[src/rtl/mpmc11_pkg.sv]
// mpmc11_pkg: shared state encoding, UI command codes and registered output bundle for the MPMC11 sequencer.
package mpmc11_pkg;
  typedef enum logic [3:0] {
    IDLE, PRESET1, PRESET2, WRITE_DATA0, WRITE_DATA1, WRITE_CMD,
    READ_CMD, READ_DATA0, READ_DATA1, DONE
  } mpmc11_state_t;
  localparam logic [2:0] CMD_WRITE = 3'b000;
  localparam logic [2:0] CMD_READ  = 3'b001;
  typedef struct packed {
    logic       ack;
    logic       err;
    logic       app_en;
    logic [2:0] app_cmd;
    logic       app_wdf_wren;
    logic       app_wdf_end;
    logic       rd_beat;
  } ui_out_t;
  function automatic logic is_wait(input mpmc11_state_t s);
    return s inside {WRITE_DATA0, WRITE_DATA1, WRITE_CMD, READ_CMD, READ_DATA0, READ_DATA1};
  endfunction
endpackage

[src/rtl/mpmc11_timeout_ctr.sv]
// mpmc11_timeout_ctr: saturating wait-cycle counter flagging when a limit is reached (limit 0 disables).
module mpmc11_timeout_ctr #(
  parameter int W = 8
) (
  input  logic         clk,
  input  logic         rst,
  input  logic         clr,
  input  logic         en,
  input  logic [W-1:0] limit,
  output logic         expired
);
  logic [W-1:0] cnt_q, cnt_d;
  always_comb cnt_d = clr ? '0 : (en && cnt_q != '1) ? cnt_q + 1'b1 : cnt_q;
  always_ff @(posedge clk)
    if (rst) cnt_q <= '0;
    else cnt_q <= cnt_d;
  // cnt_q counts cycles already spent, so the limit-th waiting cycle is the last one
  assign expired = en && limit != '0 && cnt_q >= limit - 1'b1;
endmodule

[src/rtl/mpmc11_cmd_sequencer.sv]
// mpmc11_cmd_sequencer: runs one arbiter request at a time through the two-beat DDR UI handshake.
module mpmc11_cmd_sequencer
  import mpmc11_pkg::*;
#(
  parameter int AWID   = 32,
  parameter int TO_CYC = 255
) (
  input  logic            clk,
  input  logic            rst,
  input  logic            req,
  input  logic            we,
  input  logic [AWID-1:0] adr,
  output logic            ack,
  output logic            err,
  output mpmc11_state_t   state,
  output logic            app_en,
  output logic [2:0]      app_cmd,
  output logic [AWID-1:0] app_addr,
  input  logic            app_rdy,
  output logic            app_wdf_wren,
  output logic            app_wdf_end,
  input  logic            app_wdf_rdy,
  input  logic            app_rd_data_valid,
  output logic            rd_beat
);
  localparam logic [AWID-1:0] ALIGN = ~AWID'(4'hF);
  mpmc11_state_t   state_q, state_d;
  ui_out_t         out_q, out_d;
  logic            we_q, we_d;
  logic [AWID-1:0] addr_q, addr_d;
  logic            hs, expired, to;
  always_comb begin
    hs = (state_q inside {WRITE_DATA0, WRITE_DATA1} && app_wdf_rdy) ||
         (state_q inside {WRITE_CMD, READ_CMD} && app_rdy) ||
         (state_q inside {READ_DATA0, READ_DATA1} && app_rd_data_valid);
    to = is_wait(state_q) && !hs && expired;
    we_d = (state_q == IDLE && req) ? we : we_q;
    addr_d = (state_q == IDLE && req) ? adr & ALIGN : addr_q;
    case (state_q)
      IDLE:        state_d = req ? PRESET1 : IDLE;
      PRESET1:     state_d = PRESET2;
      PRESET2:     state_d = we_q ? WRITE_DATA0 : READ_CMD;
      WRITE_DATA0: state_d = hs ? WRITE_DATA1 : state_q;
      WRITE_DATA1: state_d = hs ? WRITE_CMD : state_q;
      WRITE_CMD:   state_d = hs ? DONE : state_q;
      READ_CMD:    state_d = hs ? READ_DATA0 : state_q;
      READ_DATA0:  state_d = hs ? READ_DATA1 : state_q;
      READ_DATA1:  state_d = hs ? DONE : state_q;
      default:     state_d = IDLE;
    endcase
    if (to) state_d = DONE;
    // outputs decode the next state so they line up with state_q after the edge
    out_d.ack = state_d == DONE;
    out_d.err = to;
    out_d.app_en = state_d inside {WRITE_CMD, READ_CMD};
    out_d.app_cmd = state_d == READ_CMD ? CMD_READ : CMD_WRITE;
    out_d.app_wdf_wren = state_d inside {WRITE_DATA0, WRITE_DATA1};
    out_d.app_wdf_end = state_d == WRITE_DATA1;
    out_d.rd_beat = state_d == READ_DATA1;
  end
  always_ff @(posedge clk)
    if (rst) begin
      state_q <= IDLE;
      out_q <= '0;
      we_q <= 1'b0;
      addr_q <= '0;
    end else begin
      state_q <= state_d;
      out_q <= out_d;
      we_q <= we_d;
      addr_q <= addr_d;
    end
  mpmc11_timeout_ctr #(.W(8)) u_to (
    .clk(clk),
    .rst(rst),
    .clr(state_d != state_q),
    .en(is_wait(state_q)),
    .limit(8'(TO_CYC)),
    .expired(expired)
  );
  assign state = state_q;
  assign app_addr = addr_q;
  assign ack = out_q.ack;
  assign err = out_q.err;
  assign app_en = out_q.app_en;
  assign app_cmd = out_q.app_cmd;
  assign app_wdf_wren = out_q.app_wdf_wren;
  assign app_wdf_end = out_q.app_wdf_end;
  assign rd_beat = out_q.rd_beat;
endmodule

[config.mk]
export PLATFORM = sky130hd
export DESIGN_NAME = mpmc11_cmd_sequencer
export DESIGN_NICKNAME = d
export VERILOG_FILES = /design/src/rtl/mpmc11_pkg.sv /design/src/rtl/mpmc11_timeout_ctr.sv /design/src/rtl/mpmc11_cmd_sequencer.sv
export SDC_FILE = /design/constraint.sdc
export NUM_CORES = 1
export LEC_CHECK = 0
export CORE_ASPECT_RATIO = 2
export CORE_UTILIZATION = 45
export DETAILED_ROUTE_END_ITERATION = 10
export PLACE_DENSITY = 0.87
export SETUP_SLACK_MARGIN = 0.3
export SYNTH_ARGS = -nofsm -noshare
export SYNTH_HDL_FRONTEND = slang
export SYNTH_SLANG_ARGS = --single-unit
[constraint.sdc]
create_clock -name clk -period 2.5 [get_ports clk]
set_clock_uncertainty 0.15 [all_clocks]
set_input_delay 0.375 -clock clk [delete_from_list [all_inputs] [get_ports clk]]
set_output_delay 0.375 -clock clk [all_outputs]
set_load 0.1 [all_outputs]
==> results by group, run 1 <==
Synthesis
  – Share of synthesized area occupied by flip-flops and latches: about two fifths
  – Cells taking the most area after synthesis: dfxtp_1 41%, nand2_1 11%, a21oi_1 7.6%, nor3_2 3.9%, buf_4 2.9%
  – Primary FF master, synth: dfxtp_1
  – Number of library cell types mapped by synthesis: between 50 and 60
  – Top post-synthesis cells by count: 68 x nand2_1, 48 x dfxtp_1, 35 x a21oi_1
  – Total of warnings raised by yosys: 0
  – Synth Area per Inst: 8.49 um^2
  – Post-synth top area share: about two fifths
  – Number of register bits inferred by synthesis: between 40 and 50
  – Most common cell in the netlist: nand2_1
  – Gate count after technology mapping: ~270
  – Most area-hungry cell type in the Yosys netlist: dfxtp_1
  – Proportion of register bits with asynchronous set or reset after synthesis: 0%
  – Summed instance area of the synthesized netlist: between 0.002 and 0.0025 mm^2
  – EDFF count, synth: 0

Drt
  – Met1 WL: 1970 um
  – Number of DRC violations after detailed routing: 0
  – Count of TritonRoute iterations in the first routing pass: 4
  – Number of vias in the routed layout: around 2200
  – Post-Route WL: ~5700 um
  – Antenna viol nets, final: 0
  – First-iteration detailed-routing DRC count: 48
  – Detail Route met3 WL: between 200 and 300 um
  – Vias per cell: 5.35
  – Detail Route met2 WL: roughly 3300 um
  – Topmost layer with routed signal wires: met4
  – Average wire per cell in the routed design: about 14 um

Place
  – Routability congestion estimate: approximately 0.93
  – Area of placed instances: 0.00302 mm^2
  – Number of input and output port buffers inserted: 73
  – Sum of net half-perimeters after detailed placement: approximately 4200 um

Timing
  – Min cycle time layout: between 2 and 2.5 ns
  – Max Fclk: between 0.4 and 0.5 GHz
  – Setup-violating endpoint count in the final report: 0
  – Count of endpoints failing hold in the final timing report: 0
  – Unrepaired setup endpoints after global routing: false
  – Fin. max-slew vios: 0
  – Period utilisation layout: a little under nine tenths

Flow run
  – Max cap viols: 0

Global route
  – First-pass GRT wire length: 8630 um
  – Vias in the first global route: between 2000 and 2500
  – GRT Util Overall: between 20% and 30%
  – Remaining global-route overflow: 0
  – Number of antenna violations at the first check in global routing: 0
  – Pin count of the biggest net entering global routing: 34

Run status
  – Status: completed

Worst setup path
  – Crit. End Element: flip-flop
  – Type of the worst setup path: flip-flop to flip-flop
  – Critical Path Start Type: flip-flop
  – List of cells traversed by the critical path: or4b_4 > o21ai_4 > and3_1 > o211ai_1 > a22o_4 > nor3_2
  – Critical path origin: state[0]
  – Highest-delay cell along the critical path: or4b_4
  – WP data required: ~2.6 ns
  – Crit path DAT: 2.24 ns
  – Delay of the slowest cell on the worst path: approximately 0.60 ns
  – Maximum net fanout on the critical path: 11
  – Origin of the critical flop-to-flop path: state[0]

Layout
  – NumNets Final: 390
  – Ant diodes: 0
  – Design Area, Final: approximately 0.0032 mm^2
  – Storage cell area: about 1000 um^2
  – Area taken by multi-input logic gates: 0.00125 mm^2
  – Relative area change from synthesis to final layout: 37.4%
  – Layout fillers: slightly above 400
  – Fraction of final layout cells with drive strength greater than 1: a little over a quarter

Min path
  – Worst hold start: app_addr[12]
  – HP Class: flip-flop to flip-flop

Floorplanning
  – Number of primary I/O pins: 84
  – Std-Cell Core Area: around 0.005 mm^2
  – Chip width: ~53 um
  – Die area: roughly 0.0055 mm^2
  – Placement Rows: 36
  – Die outline height: a little over 100 um
  – Starting Density: between 40% and 50%

CTS
  – CTS buffer count: 5
  – Worst-path clk slew: around 0.090 ns
  – CTS Sinks: 48
  – Latest clock arrival within the worst-skew pair: 0.31 ns
  – Buffer depth of the longest clock path: 2
  – CTS tree: yes
  – CTS H-tree depth: 2
  – Root Buffer Master: clkbuf_8
  – Total of hold buffers inserted after clock tree synthesis: 0

Pwr
  – Overall power consumption: 0.00286 W
  – Maximum vdd drop: ~560 uV
  – P per Cell Area: between 800 and 900 mW/mm^2
  – Reported leakage power: between 1 and 1.5 nW
[cells by family after synthesis]
logic type      after synthesis  share of synthesized area (%)
xor+xnor                      8                           3.83
mux                           4                           1.84
fa+ha+maj                     2                           1.08
simple gates                120                           27.0
compound gates               60                           17.8
other cells                   1                          0.162
flops                        48                           41.5
buf+inv                      30                           6.80
[cell usage in the layout, fill, tap and decap left out, types with 5 or more instances in the layout]
master / n
clkbuf_8: 5
nand3_1: 5
inv_1: 7
a21oi_1: 33
clkdlybuf4s50_1: 33
nand2_1: 68
xor2_1: 5
buf_4: 50
nor2_1: 10
dfxtp_1: 44
nor3_2: 10
conb_1: 6
[where the power goes]
part           switching, W  internal [W]
Sequential        0.0000838      0.000855
Clock              0.000260      0.000256
Combinational      0.000991      0.000411
Total               0.00134       0.00152
[registers in the layout (all words and copies together), names as in the netlist]
name          flops
app_en            1
ack               1
app_wdf_wren      1
state             4
we_q              1
err               1
app_addr         28
app_cmd           1
app_wdf_end       1
rd_beat           1
u_to.cnt_q        8
[timing repair]
action | in CTS | in global routing
pin swaps | 0 | 2
endpoints found under the setup margin | 4 | 9
gates resized for setup | 1 | 2
setup buffers | 0 | 6
hold endpoints to repair | 0 | 0
[per-layer routing]
metal | global-route usage (%) | vias up
met5 | 0 | -
met4 | 13.6 | 0
met2 | 42.3 | 72
met1 | 18.9 | 1016
li1 | - | 1074
met3 | 4.68 | 15
[through the flow]
step,hold slack [ns],setup slack (ns),cells,setup TNS (ns),util [%]
after detailed placement,0.300,-0.00946,393,-0.00946,61.5
after global placement,0.293,0.0840,393,0,61.5
after CTS,0.311,0.309,401,0,63.8
after global routing,0.325,0.304,407,0,64.8
final,0.307,0.354,407,0,64.8
after floorplan,0.297,0.301,278,0,-
[final cells by class]
class | count | area share (%)
timing repair buffer | 86 | 23.5
clock inverter | 2 | 0.393
multi-input combinational | 200 | 39.3
inverter | 8 | 0.943
clock buffer | 6 | 2.95
tap | 57 | 2.24
sequential | 48 | 30.7
[critical path: cells and delay by family, from the launching register on]
kind	cells	cell delay (ns)
simple gates	3	0.98
compound gates	3	0.56
flops	1	0.39
[path summary, 6_finish.rpt]
| path | to | slack [ns] | cells after the start |
|---|---|---|---|
| setup / recovery | u_to.cnt_q[2] | 0.35 | 6 |
| hold reg to reg | app_addr[12] | 0.31 | 2 |
| hold / removal | app_addr[12] | 0.31 | 2 |
| setup reg to reg | u_to.cnt_q[2] | 0.35 | 6 |
Note: power is estimated with default switching activity, not from simulation.
==> run 2, diff against run 1 <==
Settings changed: MAX_ROUTING_LAYER set to met4, REMOVE_ABC_BUFFERS set to 1.
Clock period 2.5 ns to 2.2 ns, I/O delays scaled along.
==> run 2 against run 1 <==
Flip-flop and latch count unchanged. Count of clock-buffer cells in the layout decreased by 1. Global-route usage increased by 2.8 points. Worst hold slack improved by 0.00071 ns. Worst setup slack got worse by 0.35 ns. Sequential power increased by 12%. Design area increased by 13%.
==> results by group, run 2 (synthesis results as in run 1) <==
Layout
  – Most common cell after layout, fill and taps aside: nand2_1 (unchanged)
  – Relative area change from synthesis to final layout: 55.1% (was 37.4%)
  – Design Area, Final: 0.00359 mm^2 (was 0.00318 mm^2)
  – Most frequent cells in the layout: 68 x nand2_1, 65 x buf_4, 42 x dfxtp_1 (was 68 x nand2_1, 50 x buf_4, 44 x dfxtp_1)
  – Ant diodes: 0 (unchanged)
  – Final instance count without filler cells: 434 (was 407)
  – Fraction of final layout cells with drive strength greater than 1: 35.5% (was 26.9%)
  – NumNets Final: 417 (was 390)
  – Number of flip-flops under the largest register name: 28 (unchanged)

Pwr
  – Net Sw Frac: 44.8% (was 46.7%)
  – Reported leakage power: 1.50 nW (was 1.31 nW)
  – Maximum vdd drop: 896 uV (was 556 uV)
  – Overall power consumption: 0.00362 W (was 0.00286 W)
  – Internal power: 0.00200 W (was 0.00152 W)
  – Net Sw Power: 0.00162 W (was 0.00134 W)
  – P per Cell Area: 1010 mW/mm^2 (was 898 mW/mm^2)
  – Combinational share of power: 53.3% (was 49.1%)
  – Clock share of power: 17.9% (was 18.1%)
  – Portion of total power attributed to sequential cells: 28.9% (was 32.9%)

Worst setup path
  – End of the worst register-to-register path: app_cmd[0] (was u_to.cnt_q[2])
  – Origin of the critical flop-to-flop path: state[1] (was state[0])
  – WP data required: 2.26 ns (was 2.59 ns)
  – Crit path DAT: 2.25 ns (was 2.24 ns)
  – Crit path capture: app_cmd[0] (was u_to.cnt_q[2])
  – Maximum net fanout on the critical path: 6 (was 11)
  – Critical path origin: state[1] (was state[0])
  – Cells on worst reg2reg path: 10 (was 6)
  – Worst reg-to-reg setup slack: 0.009 ns (was 0.35 ns)
  – Critical Path Start Type: flip-flop (unchanged)
  – Crit. End Element: flip-flop (unchanged)
  – Type of the worst setup path: flip-flop to flip-flop (unchanged)

Floorplanning
  – Die area: 0.00546 mm^2 (unchanged)
  – Chip width: 52.7 um (unchanged)
  – Starting Density: 47.2% (unchanged)
  – Placement Rows: 36 (unchanged)
  – Die outline height: 103 um (unchanged)
  – Number of primary I/O pins: 84 (unchanged)
  – Std-Cell Core Area: 0.00491 mm^2 (unchanged)

Place
  – Routability congestion estimate: 0.952 (was 0.930)
  – Number of input and output port buffers inserted: 73 (unchanged)
  – Sum of net half-perimeters after detailed placement: 4430 um (was 4210 um)
  – Area of placed instances: 0.00319 mm^2 (was 0.00302 mm^2)
  – Inst Count DP: 411 (was 393)

Drt
  – Vias per cell: 5.35 (about the same)
  – Count of TritonRoute iterations in the first routing pass: 4 (unchanged)
  – Number of DRC violations after detailed routing: 0 (unchanged)
  – Antenna viol nets, final: 0 (unchanged)
  – Number of vias in the routed layout: 2324 (was 2177)
  – Post-Route WL: 6530 um (was 5730 um)
  – First-iteration detailed-routing DRC count: 31 (was 48)
  – Average wire per cell in the routed design: 15.0 um (was 14.1 um)

CTS
  – Total of hold buffers inserted after clock tree synthesis: 0 (unchanged)
  – CTS tree: yes (unchanged)
  – Buffer depth of the longest clock path: 2 (unchanged)
  – CTS Sinks: 48 (unchanged)
  – Latest clock arrival within the worst-skew pair: 0.31 ns (about the same)
  – CTS H-tree depth: 2 (unchanged)
  – Root Buffer Master: clkbuf_8 (unchanged)
  – CTS buffer count: 5 (unchanged)
  – Worst-path clk slew: 0.09 ns (about the same)

Timing
  – Period utilisation layout: 99.6% (was 85.8%)
  – Fin. max-slew vios: 0 (unchanged)
  – Max Fclk: 0.456 GHz (was 0.466 GHz)
  – Min cycle time layout: 2.19 ns (was 2.15 ns)
  – WHS: 0.308 ns (was 0.307 ns)
  – Setup-violating endpoint count in the final report: 0 (unchanged)
  – Count of endpoints failing hold in the final timing report: 0 (unchanged)
  – Unrepaired setup endpoints after global routing: true (was false)

Min path
  – HP Class: flip-flop to flip-flop (unchanged)

Flow run
  – Max cap viols: 0 (unchanged)

Global route
  – GRT Util Overall: 24.5% (was 21.8%)
  – Pin count of the biggest net entering global routing: 35 (was 34)
  – First-pass GRT wire length: 9550 um (was 8630 um)
  – Vias in the first global route: 2211 (was 2005)
  – Remaining global-route overflow: 0 (unchanged)
  – Number of antenna violations at the first check in global routing: 0 (unchanged)

Run status
  – Status: completed (unchanged)
==> run 2: layer usage <==
layer	vias up	routed length (um)	GRT usage, %
met1	1083	2250	22.1
met4	0	273	15.8
met2	93	3660	45.5
met5	-	0	-
li1	1124	-	-
met3	24	339	3.36
==> run 2: worst min-delay path by stage <==
| stage | startpoint | endpoint | slack, ns | cells after the start |
|---|---|---|---|---|
| final | app_addr[11] | app_addr[11] | 0.31 | 2 |
| after global routing | app_addr[4] | app_addr[4] | 0.32 | 2 |
| after CTS | app_addr[4] | app_addr[4] | 0.31 | 2 |
| after detailed placement | app_addr[4] | app_addr[4] | 0.30 | 2 |
| after global placement | app_addr[22] | app_addr[22] | 0.29 | 2 |
| after floorplan | rst | app_addr[10] | 0.25 | 1 |
==> run 2: cell type report <==
type | count | area (um^2)
Timing Repair Buffer | 113 | 1080
Inverter | 8 | 30.0
Tap cell | 57 | 71.3
Sequential cell | 48 | 976
Clock inverter | 3 | 46.3
Multi-Input combinational cell | 200 | 1330
Clock buffer | 5 | 68.8
Fill cell | 356 | 1320
==> run 2: worst max-delay path, cell delays in order (launching register included) <==
cell       delay (ns)
dfxtp_4          0.37
buf_12           0.14
nand4bb_1        0.18
a21oi_2          0.23
nor3_4           0.07
buf_6            0.13
buf_6            0.11
a211oi_4         0.26
buf_4            0.17
inv_1            0.06
nor3_1           0.23
==> run 2: stage by stage <==
stage	TNS (ns)	worst slack (ns)	utilization (%)
3_5_place_dp	-2.97	-0.202	64.9
3_3_place_gp	-1.76	-0.153	64.9
2_1_floorplan	-21.76	-0.730	-
5_1_grt	-0.103	-0.0978	73.2
6_report	0	0.00923	73.2
4_1_cts	0	0.118	70.8
==> run 2: repair_timing <==
| item | 4_1_cts | 5_1_grt |
|---|---|---|
| setup buffers | 11 | 3 |
| pin swaps | 17 | 11 |
| gates resized for setup | 23 | 14 |
| setup endpoints to repair | 48 | 18 |
| gates cloned | 0 | 1 |
==> run 2: power groups by stage <==
| stage | Sequential, W | Clock [W] | Combinational [W] |
|---|---|---|---|
| global placement | 0.00105 | 0 | 0.00165 |
| global route | 0.00106 | 0.000698 | 0.00202 |
| CTS | 0.00104 | 0.000667 | 0.00184 |
| finish | 0.00105 | 0.000647 | 0.00193 |
| floorplan | 0.00171 | 0 | 0.000516 |
| detailed placement | 0.00106 | 0 | 0.00168 |
==> run 3, diff against run 2 <==
Settings changed: SLEW_MARGIN set to 25, TNS_END_PERCENT set to 20.
==> run 3 against run 2 <==
Non-clock buffer count fell by 3. Worst hold slack barely moved. Critical path depth unchanged. Largest power group unchanged. Design area is 3.1% lower. First-iteration DRC count is 3.2% lower. Routed wire length fell by 7.0%. Combinational power decreased by 5%. Critical path type unchanged. Highest routed layer unchanged. Flip-flop and latch count unchanged.
==> results by group, run 3 (synthesis results as in run 1) <==
Timing
  – Total Neg Setup Slack: 0 ns (unchanged)
  – Fin. max-slew vios: 0 (unchanged)
  – Unrepaired setup endpoints after global routing: true (unchanged)
  – Max Fclk: 0.472 GHz (was 0.456 GHz)
  – WHS: 0.308 ns (about the same)
  – Setup-violating endpoint count in the final report: 0 (unchanged)
  – Min cycle time layout: 2.12 ns (was 2.19 ns)
  – Period utilisation layout: 96.2% (was 99.6%)
  – Worst setup margin: 0.0829 ns (was 0.00923 ns)
  – Count of endpoints failing hold in the final timing report: 0 (unchanged)

Drt
  – Number of DRC violations after detailed routing: 0 (unchanged)
  – Number of vias in the routed layout: 2276 (was 2324)
  – Count of TritonRoute iterations in the first routing pass: 4 (unchanged)
  – Antenna viol nets, final: 0 (unchanged)
  – Average wire per cell in the routed design: 14.1 um (was 15.0 um)
  – Vias per cell: 5.28 (was 5.35)
  – First-iteration detailed-routing DRC count: 30 (was 31)
  – Post-Route WL: 6070 um (was 6530 um)

Layout
  – Number of flip-flops under the largest register name: 28 (unchanged)
  – Area taken by multi-input logic gates: 0.00127 mm^2 (was 0.00133 mm^2)
  – Most frequent cells in the layout: 68 x nand2_1, 66 x buf_4, 43 x dfxtp_1 (was 68 x nand2_1, 65 x buf_4, 42 x dfxtp_1)
  – Layout fillers: 388 (was 356)
  – Ant diodes: 0 (unchanged)
  – NumNets Final: 414 (was 417)
  – Relative area change from synthesis to final layout: 50.2% (was 55.1%)
  – Storage cell area: 967 um^2 (was 976 um^2)
  – Fraction of final layout cells with drive strength greater than 1: 32.6% (was 35.5%)
  – Most common cell after layout, fill and taps aside: nand2_1 (unchanged)

Min path
  – Worst hold stages: 2 (unchanged)
  – HP Class: flip-flop to flip-flop (unchanged)
  – Hold endpoint: app_addr[11] (unchanged)
  – Worst hold start: app_addr[11] (unchanged)

Global route
  – Number of antenna violations at the first check in global routing: 0 (unchanged)
  – First-pass GRT wire length: 9350 um (was 9550 um)
  – GRT Util Overall: 24.1% (was 24.5%)
  – Pin count of the biggest net entering global routing: 35 (unchanged)
  – Vias in the first global route: 2180 (was 2211)
  – Remaining global-route overflow: 0 (unchanged)

Flow run
  – Max cap viols: 0 (unchanged)

CTS
  – Root Buffer Master: clkbuf_8 (unchanged)
  – CTS buffer count: 5 (unchanged)
  – Buffer depth of the longest clock path: 2 (unchanged)
  – CTS Sinks: 48 (unchanged)
  – CTS tree: yes (unchanged)
  – Total of hold buffers inserted after clock tree synthesis: 0 (unchanged)
  – Latest clock arrival within the worst-skew pair: 0.31 ns (about the same)
  – CTS H-tree depth: 2 (unchanged)
  – Worst-path clk slew: 0.09 ns (about the same)

Floorplanning
  – Die outline height: 103 um (unchanged)
  – Placement Rows: 36 (unchanged)
  – Chip width: 52.7 um (unchanged)
  – Starting Density: 47.2% (unchanged)
  – Die area: 0.00546 mm^2 (unchanged)
  – Number of primary I/O pins: 84 (unchanged)
  – Std-Cell Core Area: 0.00491 mm^2 (unchanged)

Run status
  – Status: completed (unchanged)

Worst setup path
  – Cells on worst reg2reg path: 10 (unchanged)
  – Origin of the critical flop-to-flop path: state[1] (unchanged)
  – Maximum net fanout on the critical path: 11 (was 6)
  – WP data required: 2.25 ns (was 2.26 ns)
  – Crit path DAT: 2.17 ns (was 2.25 ns)
  – Type of the worst setup path: flip-flop to flip-flop (unchanged)
  – Worst reg-to-reg setup slack: 0.08 ns (was 0.009 ns)
  – Crit. End Element: flip-flop (unchanged)
  – End of the worst register-to-register path: app_wdf_wren (was app_cmd[0])
  – Critical Path Start Type: flip-flop (unchanged)

Pwr
  – Reported leakage power: 1.47 nW (was 1.50 nW)
  – Internal power: 0.00195 W (was 0.00200 W)
  – Net Sw Power: 0.00157 W (was 0.00162 W)
  – Maximum vdd drop: 893 uV (was 896 uV)
  – Portion of total power attributed to sequential cells: 29.5% (was 28.9%)
  – Combinational share of power: 52.2% (was 53.3%)
  – P per Cell Area: 1010 mW/mm^2 (about the same)
  – Net Sw Frac: 44.7% (was 44.8%)
  – Clock share of power: 18.3% (was 17.9%)
  – Overall power consumption: 0.00352 W (was 0.00362 W)

Place
  – Number of input and output port buffers inserted: 73 (unchanged)
  – Routability congestion estimate: 0.952 (unchanged)
  – Placement Setup Slack: -0.202 ns (unchanged)
  – Sum of net half-perimeters after detailed placement: 4430 um (unchanged)
run 3: cell count changes in the layout (fill, tap and decap cells not counted), moves of 2 or more:
cell	before	now
nor2_2	2	0
dfxtp_4	3	0
nor2_1	8	10
dfxtp_2	3	5
xnor2_2	2	0
xnor2_1	0	2
buf_6	4	1
run 3: worst max-delay path, cell delays in order, from the launching register on:
cell,delay [ns]
dfxtp_2,0.33
buf_12,0.14
nand4bb_1,0.20
a21oi_2,0.22
nor3_4,0.06
buf_6,0.12
buf_4,0.13
a211oi_4,0.26
buf_4,0.15
nor3_2,0.04
a41o_1,0.20
run 3: power by group through the flow:
stage               Sequential, W  Combinational (W)  Clock (W)
global route              0.00105            0.00194   0.000699
floorplan                 0.00171           0.000516          0
finish                    0.00104            0.00184   0.000643
global placement          0.00105            0.00165          0
CTS                       0.00104            0.00181   0.000667
detailed placement        0.00106            0.00168          0
run 3: worst max-delay path by stage:
stage / slack, ns / cells after the start / start / to
2_1_floorplan: -0.73 / 6 / state[0] / app_wdf_wren
3_3_place_gp: -0.15 / 7 / app_rd_data_valid / u_to.cnt_q[6]
3_5_place_dp: -0.20 / 7 / app_rd_data_valid / u_to.cnt_q[2]
4_1_cts: 0.12 / 7 / state[1] / u_to.cnt_q[2]
5_1_grt: -0.01 / 10 / state[1] / app_wdf_wren
6_report: 0.08 / 10 / state[1] / app_wdf_wren
run 3: metal layers:
metal | share of wire, % | GRT usage [%]
met1 | 35 | 21.4
met3 | 4.7 | 3.22
met2 | 57 | 45.2
met5 | 0 | -
met4 | 3.6 | 15.4
run 3: repair_timing:
action,4_1_cts,5_1_grt
pin swaps,11,4
setup endpoints to repair,48,19
gates resized for setup,13,7
setup buffers,10,2
run 3: metrics by stage:
| step | utilization, % | instances | area [um^2] |
|---|---|---|---|
| after floorplan | - | 256 | 2210 |
| after global placement | 64.9 | 411 | 3190 |
| after detailed placement | 64.9 | 411 | 3190 |
| after CTS | 70.0 | 429 | 3440 |
| after global routing | 70.9 | 431 | 3480 |
| final | 70.9 | 431 | 3480 |
run 3: layout make-up:
class,count,share of cell area (%)
Multi-Input combinational cell,200,36.4
Tap cell,57,2.05
Clock buffer,5,1.98
Sequential cell,48,27.8
Clock inverter,3,1.33
Inverter,8,0.863
Timing Repair Buffer,110,29.5
